==> config.mk <==
export PLATFORM = sky130hd
export DESIGN_NAME = cal_counter
export DESIGN_NICKNAME = d
export VERILOG_FILES = /design/src/rtl/cal_pkg.sv /design/src/rtl/cal_counter.sv
export SDC_FILE = /design/constraint.sdc
export NUM_CORES = 1
export LEC_CHECK = 0
export CAP_MARGIN = 20
export CORE_AREA = 2 2 39 41
export DETAILED_ROUTE_END_ITERATION = 8
export DIE_AREA = 0 0 41 43
export GPL_ROUTABILITY_DRIVEN = 0
export PLACE_DENSITY_LB_ADDON = 0.05
export SLEW_MARGIN = 20
export SYNTH_ARGS = -nofsm -noshare
export SYNTH_HDL_FRONTEND = slang
export SYNTH_SLANG_ARGS = --single-unit
==> constraint.sdc <==
create_clock -name clk -period 1.3 [get_ports clk]
set_input_delay 0.26 -clock clk [delete_from_list [all_inputs] [get_ports clk]]
set_output_delay 0.26 -clock clk [all_outputs]
set_load 0.005 [all_outputs]
==> src/rtl/cal_pkg.sv <==
// Shared calendar constants for the calendar counter family.
// Includes the month-length table and a lookup helper.
package cal_pkg;

  localparam int DAYS_PER_WEEK = 7;
  localparam int MONTHS        = 12;
  localparam int HOURS         = 24;
  localparam int MINUTES       = 60;
  localparam int DOW_MIN       = 1;

  // Index 0 is January; February is the non-leap length, leap handling belongs to the parent.
  localparam logic [11:0][4:0] MONTH_DAYS = {
    5'd31, 5'd30, 5'd31, 5'd30, 5'd31, 5'd31,
    5'd30, 5'd31, 5'd30, 5'd31, 5'd28, 5'd31
  };

  function automatic logic [4:0] month_days(input logic [3:0] month_idx);
    logic [4:0] days;
    if (month_idx < 4'd12) begin
      days = MONTH_DAYS[month_idx];
    end else begin
      days = 5'd31;
    end
    return days;
  endfunction

endpackage

==> src/rtl/cal_counter.sv <==
// Cascadable calendar field counter (MIN_VAL..EMAX) with load, range check and carry chaining.
// Optional feature: define CAL_COUNTER_DOWN_EN to add the `down` port for borrow counting.
module cal_counter
  import cal_pkg::*;
#(
  parameter int WIDTH     = 3,
  parameter int MIN_VAL   = 1,
  parameter int MAX_VAL   = 7,
  parameter int USE_LIMIT = 0
) (
  input  logic             clk,
  input  logic             clear,
  input  logic             load,
  input  logic [WIDTH-1:0] data,
  input  logic             carry_in,
  input  logic [WIDTH-1:0] limit,
  input  logic             enable,
`ifdef CAL_COUNTER_DOWN_EN
  input  logic             down,
`endif
  output logic [WIDTH-1:0] value,
  output logic [WIDTH-1:0] databus,
  output logic             carry_out,
  output logic             at_max,
  output logic             load_err
);

  localparam logic [WIDTH-1:0] MIN_W = WIDTH'(MIN_VAL);
  localparam logic [WIDTH-1:0] MAX_W = WIDTH'(MAX_VAL);
  localparam logic [WIDTH-1:0] ONE_W = WIDTH'(1);

  if ((MAX_VAL > ((1 << WIDTH) - 1)) || (MIN_VAL > MAX_VAL) || (MIN_VAL < 0)) begin : g_param_check
    $error("cal_counter: require 0 <= MIN_VAL <= MAX_VAL <= 2**WIDTH-1");
  end

  logic [WIDTH-1:0] value_q, value_d;
  logic             load_err_q, load_err_d;
  logic [WIDTH-1:0] emax_s;
  logic             down_s;
  logic             wrap_s;
  logic             load_ok_s;

`ifdef CAL_COUNTER_DOWN_EN
  assign down_s = down;
`else
  assign down_s = 1'b0;
`endif

  // Effective top of range; a run-time limit is clamped into the static range.
  always_comb begin
    emax_s = MAX_W;
    if (USE_LIMIT != 0) begin
      if (limit < MIN_W) begin
        emax_s = MIN_W;
      end else if (limit > MAX_W) begin
        emax_s = MAX_W;
      end else begin
        emax_s = limit;
      end
    end else begin
      emax_s = MAX_W;
    end
  end

  // ">=" rather than "==" so a limit that drops below the held value still wraps next time.
  assign wrap_s    = down_s ? (value_q <= MIN_W) : (value_q >= emax_s);
  assign load_ok_s = (data >= MIN_W) && (data <= emax_s);

  always_comb begin
    value_d    = value_q;
    load_err_d = 1'b0;
    if (load) begin
      if (load_ok_s) begin
        value_d = data;
      end else begin
        value_d    = MIN_W;
        load_err_d = 1'b1;
      end
    end else if (carry_in) begin
      if (wrap_s) begin
        value_d = down_s ? emax_s : MIN_W;
      end else begin
        value_d = down_s ? (value_q - ONE_W) : (value_q + ONE_W);
      end
    end else begin
      value_d = value_q;
    end
  end

  always_ff @(posedge clk or posedge clear) begin
    if (clear) begin
      value_q    <= MIN_W;
      load_err_q <= 1'b0;
    end else begin
      value_q    <= value_d;
      load_err_q <= load_err_d;
    end
  end

  // Carry is suppressed while clear is active so an abandoned wrap never propagates.
  assign carry_out = ~clear & carry_in & ~load & wrap_s;
  assign at_max    = (value_q >= emax_s);
  assign databus   = value_q & {WIDTH{enable}};
  assign value     = value_q;
  assign load_err  = load_err_q;

endmodule
### Word-level counts from Yosys, hierarchy flattened

Index checks and enable logic that the tools add are counted.
Widths: inputs -> output; s select.

| operators by class | value |
|---|---|
| bitwise logic cells | 6 |
| $add $sub $neg | 1 |
| $lt $le $gt $ge | 3 |
| mux-type cells | 6 |
| reduce and logical (&&, ||, !) cells | 2 |

Operator list:

| operator | count |
|---|---|
| $mux 3 | 4 |
| $add 3x1->3 const B | 1 |
| $and 1x1->1 | 3 |
| $and 3x3->3 | 1 |
| $ge 3x1->1 const B | 1 |
| $ge 3x3->1 const B | 1 |
| $le 3x3->1 const B | 1 |
| $mux 1 | 2 |
| $not 1->1 | 2 |
| $reduce_bool 2->1 | 1 |
| $logic_and 1x1->1 | 1 |

| storage, ports and cells | value |
|---|---|
| register bits after elaboration | 4 |
| output and inout bits | 9 |
| word-level logic and storage cells | 20 |
| input port bits | 11 |

### Logic depth before layout (Yosys ltp)

| depth | value |
|---|---|
| depth in word-level cells | 4 |
| gate-level depth with buffers | 5 |
| gate-level depth less buffers | 5 |

### Worst setup path after synthesis

No wires, ideal clock.

| timing path | value |
|---|---|
| path type | register to output |
| start | register value_q[0], in the netlist value[0] |
| end | output port carry_out |
| data required time | 1040 ps |
| setup slack | -170 ps |
| arrival time | 1210 ps |
| path buffers | 0 |
| cell stages (with the launch flop) | 5 |
| cells stage by stage | dfstp_2 > ha_1 > ha_1 > a31oi_1 > nor4b_1 |

| on the way | value |
|---|---|
| cells in the longest elaborated chain, start to end | 2 |

RTL lines:

| item | line | text |
|---|---|---|
| start, declared | cal_counter.sv:36 | `logic [WIDTH-1:0] value_q, value_d;` |
| start signal, assigned | cal_counter.sv:95 | `value_q <= value_d;` |
| $ge 3x3->1 | cal_counter.sv:66 | `assign wrap_s = down_s ? (value_q <= MIN_W) : (value_q >= emax_s);` |
| $and 1x1->1 | cal_counter.sv:101 | `assign carry_out = ~clear & carry_in & ~load & wrap_s;` |
| end, declared | cal_counter.sv:23 | `output logic carry_out,` |

Every way passes these cells.

### Worst setup path after layout

Same ends and word-level chain as after synthesis.

==> summary.txt <==
Final layout
  – Fraction of layout cells with a size suffix above 1: 0.694
  – Diode count: 0
  – Post-layout util: 0.497
  – Commonest non-fill, non-tap cell in the layout: buf_6
  – Area Overhead vs Synth: 170%
  – Nets: 76
  – Post-Layout Cell Count: 78
  – # fillers: 143
  – Register area: 103 µm²
  – Multi-input gate area: around 230 µm²
  – Most frequent cells in the layout: 12 x buf_6, 9 x buf_4, 7 x clkdlybuf4s50_1
  – Final Instance Area: slightly below 700 µm²

CTS
  – Clock H-tree levels: 1
  – Post-CTS Hold Fix Bufs: 0
  – Clk slew on worst S/H paths: 0.05 ns
  – TritonCTS Sinks: 4
  – Clock buffer depth: 2
  – CTS tree: built
  – Root buffer cell: clkbuf_4
  – Clk_lat worst skew: roughly 0.24 ns
  – CTS buffer count: 3

Placement
  – I/O Buffers: 16
  – Post-Place Cells: 64
  – Placed Area: ~520 µm²
  – Post-DP HPWL: 615 µm

Pwr
  – Switching part of the total power: 0.287
  – Cell Int Power: around 0.52 mW
  – Clock network power share: 0.235
  – Sequential power share: 0.217
  – VDD IR max: around 0.54 mV
  – Pwr dens: around 1100 nW/µm²
  – NetSw: between 0.2 and 0.25 mW
  – Final Total Pwr: ~0.73 mW
  – Pleak: 0.316 nW
  – Combinational Power Share: 0.548

Floorplan
  – Full die area: approximately 1800 µm²
  – Io pins: 20
  – Cell row count: 14
  – Core area: around 1400 µm²
  – Die width: slightly above 40 µm
  – Initial core utilization: 0.184
  – Die height: about 43 µm

Worst setup path
  – Critical path arrival: about 1.5 ns
  – Critical-path cell list: ha_4, ha_4, a31oi_4, nor4b_2, buf_2
  – Startpoint Class: flop
  – CP Max Fanout: 2
  – CP max stage delay: around 0.55 ns
  – Worst reg-to-reg path cell count: 7
  – CP max stage cell: dfstp_2
  – Req. time, crit path: 1.04 ns
  – Most frequent CP cell: ha_4
  – Crit path kind: flop to primary output
  – Crit. End Element: primary output

Timing
  – Fin crit share: 1.36
  – Clock skew: 0.0136 ns
  – Slew headroom: 0.750
  – RSZ-0062 raised after global routing: yes
  – Setup Viol. Count Final: 8
  – Final worst setup slack: -0.464 ns
  – Setup_tns: -1.42 ns
  – Achievable frequency: approximately 0.57 GHz
  – Fin crit period: approximately 1.8 ns
  – Hold Vio Cnt, Final: 0
  – Slew Limit Fails: 0
  – Worst slew pin tran: around 0.37 ns

Yosys
  – Synth Register Bits: 4
  – Syn Nets: 39
  – Syn Area/Cell: 9.82 µm²
  – Post-Synthesis Cells: 26
  – Post-Syn Area: roughly 260 µm²
  – Synth unique cells: 16
  – Sequential share of the synthesized area: 0.397
  – Synth warnings: 0

Global route
  – First-pass GRT wire length: 1480 µm
  – Antenna violations before repair: 0
  – Pin count of the biggest net entering global routing: 7
  – GRT Residual Overflow: 0
  – GR Util All Layers: 0.130
  – Vias in the first global route: about 340

Detailed routing
  – Via/cell ratio: roughly 4.4
  – Total iterations of the first detailed-routing run: 2
  – DRT iter0 DRCs: 3
  – Vias: between 300 and 400
  – Routed wire per std cell: about 13 µm
  – Detailed-route DRC error count: 0
  – DRT Wirelength: around 1000 µm
  – ANT nets after route: 0

Outcome
  – Violated checks: setup timing
  – Status: finished, violations left

Flow run
  – Total of max-cap violations: 0

Worst hold path
  – Hold Path Class: input pin to asynchronous set/reset pin
kinds of logic (layout without fill, tap and decap cells):
| family | after synthesis | after routing | synth area share |
|---|---|---|---|
| AOI/OAI and AO/OA | 6 | 6 | 0.147 |
| adders and majority gates | 2 | 2 | 0.0980 |
| buffers and inverters | 3 | 39 | 0.0441 |
| DFF | 4 | 4 | 0.397 |
| muxes | 2 | 2 | 0.0882 |
| and+or+nand+nor | 9 | 9 | 0.226 |
area by class of cell:
cell class	instances	share of cell area
Clock buffer	4	0.0382
Inverter	3	0.0164
Tap cell	16	0.0291
Timing Repair Buffer	32	0.431
Sequential cell	4	0.149
Multi-Input combinational cell	19	0.336
repair_timing:
| action | 4_1_cts | 5_1_grt |
|---|---|---|
| setup buffers | 8 | 7 |
| endpoints found under the setup margin | 12 | 9 |
| pin swaps | 3 | 4 |
| resized for setup | 39 | 18 |
metal layers:
layer | wire length (µm) | part of all wire | up-vias | GRT usage
met4 | 6 | 0.0061 | 0 | 0.100
met2 | 509 | 0.52 | 13 | 0.203
met3 | 58 | 0.059 | 2 | 0.0157
met5 | 0 | 0 | - | 0
met1 | 402 | 0.41 | 163 | 0.149
li1 | - | - | 166 | -
cells in the mapped netlist (all sizes together):
master,instances,area (µm²)
and2,3,18.8
dfrtp,3,75.1
inv,3,11.3
a21oi,2,10.0
ha,2,25.0
mux2,2,22.5
nor2,2,7.51
nor4b,2,17.5
a311oi,1,8.76
a31oi,1,6.26
and3,1,7.51
dfstp,1,26.3
nor2b,1,6.26
o21ai,1,5.00
o31ai,1,7.51
power groups by stage:
stage,Sequential [mW],Combinational [mW],Clock [mW]
6_report,0.159,0.402,0.173
5_1_grt,0.160,0.438,0.191
4_1_cts,0.158,0.349,0.184
3_5_place_dp,0.161,0.239,0
3_3_place_gp,0.160,0.234,0
2_1_floorplan,0.169,0.0874,0
worst max-delay path: cells and delay by family, from the launching register on:
| kind | cells | cell delay [ns] |
|---|---|---|
| adders and majority gates | 2 | 0.28 |
| and+or+nand+nor | 1 | 0.24 |
| AOI/OAI and AO/OA | 1 | 0.04 |
| DFF | 1 | 0.55 |
| buffers and inverters | 1 | 0.16 |
through the flow:
| stage | worst slack, ns | hold slack, ns |
|---|---|---|
| 2_1_floorplan | -0.0872 | 0.0254 |
| 3_3_place_gp | -0.554 | 0.522 |
| 3_5_place_dp | -0.622 | 0.518 |
| 4_1_cts | -0.500 | 0.254 |
| 5_1_grt | -0.510 | 0.274 |
| 6_report | -0.464 | 0.265 |
final timing paths:
kind	from	to	slack [ns]
worst max-delay path	value[0]$_DFFE_PP1P_	carry_out	-0.46
min in group clk	data[0]	load_err$_DFF_PP0_	0.59
worst min register to register	value[1]$_DFFE_PP0P_	value[1]$_DFFE_PP0P_	0.83
worst min-delay path	clear	load_err$_DFF_PP0_	0.26
worst max register to register	value[0]$_DFFE_PP1P_	value[2]$_DFFE_PP0P_	-0.21
max in group asynchronous	clear	value[0]$_DFFE_PP1P_	0.79
sequential cells by signal, summed over array words and instances, names as in the netlist:
signal / count
load_err: 1
value: 3
(Power assumes the default switching activity.)
==> RTL change: new RTL, same flow settings <==
`WIDTH`: 3 -> 5.
--- a/src/rtl/cal_counter.sv
+++ b/src/rtl/cal_counter.sv
@@ -3,7 +3,7 @@
 module cal_counter
   import cal_pkg::*;
 #(
-  parameter int WIDTH     = 3,
+  parameter int WIDTH     = 5,
   parameter int MIN_VAL   = 1,
   parameter int MAX_VAL   = 7,
   parameter int USE_LIMIT = 0
Interface: changed (resized data, databus, limit and value); port bits go from 20 to 28. No check against the original RTL was run, so the function may have changed too.
==> RTL change against the original RTL <==
- synthesized area up 42%
- first-iteration DRC count down 33%
- utilization up 11 points
- the run still ends with setup timing left
- sequential power up 33%
- sequential cell count up 2
- total power down 14%
- sequential share of layout area up 3.2 points
- non-clock buffer count up 13
- design area up 21%
- worst hold slack better by 9.4 ps
- setup slack better by 170 ps
- clock skew down 4.4 ps
- wire length up 17%
==> RTL change: results (changes against the original RTL) <==
metric,value,unit,change
peak supply drop,0.632,mV,was 0.536 mV
first-pass iteration count of the detailed router,3,,was 2
clock slew at the register clock pins of the worst setup and hold paths,50,ps,about the same
register area share after synthesis,41.9,%,was 39.7%
asr flop ratio synth,100,%,unchanged
drt via density,4.46,,was 4.41
number of flip-flops in the largest register,5,,was 3
diodes inserted,0,,unchanged
Fin Clk Skew,9.16,ps,was 13.6 ps
Synth cell types,23,,was 16
status,"finished, violations left",,unchanged
Syn. warnings,0,,unchanged
Critical Path Start,value[1],,was value[0]
first-pass GRT wire length,1880,µm,was 1480 µm
Clock Path Buffers,2,,unchanged
reg2reg path depth,8,,was 7
Iter 0 DRT Violations,2,,was 3
Layout Nets,103,,was 76
Setup crit end,carry_out,,unchanged
setup slack after layout,-296,ps,was -464 ps
CP Max Fanout,2,,unchanged
Worst Max-Slew Pin Slew,316,ps,was 372 ps
DP HPWL,791,µm,was 615 µm
"Data arrival, critical path",1340,ps,was 1500 ps
gr usage total,16.3,%,was 13.0%
CTS HTree Levels,1,,unchanged
Wirelength per Cell,11.2,µm,was 12.5 µm
setup TNS,-1280,ps,was -1420 ps
"top cells by count, synth","and2_1, dfrtp_1, nor2_1",,"was and2_1, dfrtp_1, inv_1"
hold crit path type,primary input to asynchronous set/reset pin,,unchanged
Worst-Skew Late Latency,250,ps,
syn_nets,55,,was 39
initial antenna violation count,0,,unchanged
R2R Path End,value[2],,unchanged
TritonCTS Buffers,3,,unchanged
Leakage Power,0.398,nW,was 0.316 nW
R2R Setup Slk,-200,ps,
largest net degree at the start of global routing,10,,was 7
violations in the final reports,setup timing,,unchanged
vias in the first global route,429,,was 344
layout cell share with drive strength beyond 1,55.8,%,was 69.4%
Final setup viols,8,,unchanged
Clock Tree Root,clkbuf_4,,unchanged
residual DRC count,0,,unchanged
synth top area cells,"dfrtp_1, and2_1, dfstp_2",,"was dfrtp_1, dfstp_2, ha_1"
Port Buffers,22,,was 16
reg2reg start,value[0],,unchanged
-- RTL change: cell types whose count changed after synthesis, sizes merged, moves of 2 or more --
cell   change
and2       +2
buf        +2
dfrtp      +2
mux2       -2
nand2      +2
nor2       +2
nor3       +2
nor4b      -2
-- RTL change: how the worst min path moves through the flow --
| stage | to | slack [ps] | cells past startpoint | start |
|---|---|---|---|---|
| 4_1_cts | value[2] | 280 | 2 | clear |
| 5_1_grt | value[2] | 310 | 2 | clear |
| 3_5_place_dp | value[2] | 560 | 2 | clear |
| 6_report | value[2] | 270 | 2 | clear |
| 2_1_floorplan | load_err | 50 | 1 | clear |
| 3_3_place_gp | load_err | 560 | 2 | clear |
-- RTL change: cell families after synthesis --
family                     Yosys count  share of synthesized area [%]
AOI/OAI and AO/OA                    9                           21.1
adders and majority gates            1                           3.46
buffers and inverters                4                           4.84
DFF                                  6                           41.9
and+or+nand+nor                     19                           28.7
-- RTL change: layout make-up --
| cell class | instances | area (µm²) |
|---|---|---|
| tap | 16 | 20.0 |
| clock buffer | 4 | 26.3 |
| timing repair buffer | 45 | 379 |
| fill | 142 | 548 |
| multi-input combinational | 29 | 251 |
| sequential | 6 | 151 |
| inverter | 2 | 7.51 |
-- RTL change: report_power, final --
part | switching (mW) | internal, mW | total, mW
clock | 0.0758 | 0.117 | 0.193
sequential | 0.00980 | 0.202 | 0.212
combinational | 0.0828 | 0.141 | 0.223
total | 0.168 | 0.459 | 0.628
-- RTL change: critical path: stages, from the launching register on --
cell and delay (ps):
dfrtp_1 410, ha_4 180, a211oi_4 220, inv_2 60, nand2_2 70, nor3_2 40
buf_2 120
-- RTL change: stage by stage --
step                      hold slack [ps]  setup slack (ps)  instance area, µm²  std cells
after detailed placement              558              -457                 722         89
after floorplan                      50.2             -10.6                 387         39
after global routing                  309              -366                 836        102
after global placement                556              -444                 722         89
after CTS                             277              -335                 779        100
final                                 274              -296                 836        102
-- RTL change: per-layer routing --
metal | up-vias | GRT usage, % | share of wire [%]
li1 | 234 | - | -
met1 | 202 | 20.9 | 41
met2 | 15 | 24.1 | 51
met3 | 4 | 3.14 | 5.6
met4 | 0 | 10.0 | 2.5
met5 | - | 0 | 0
-- RTL change: timing repair --
action                     4_1_cts  5_1_grt
resized for setup               40       14
pin swaps                        6        2
setup endpoints to repair       15       14
buffers inserted                 8        4
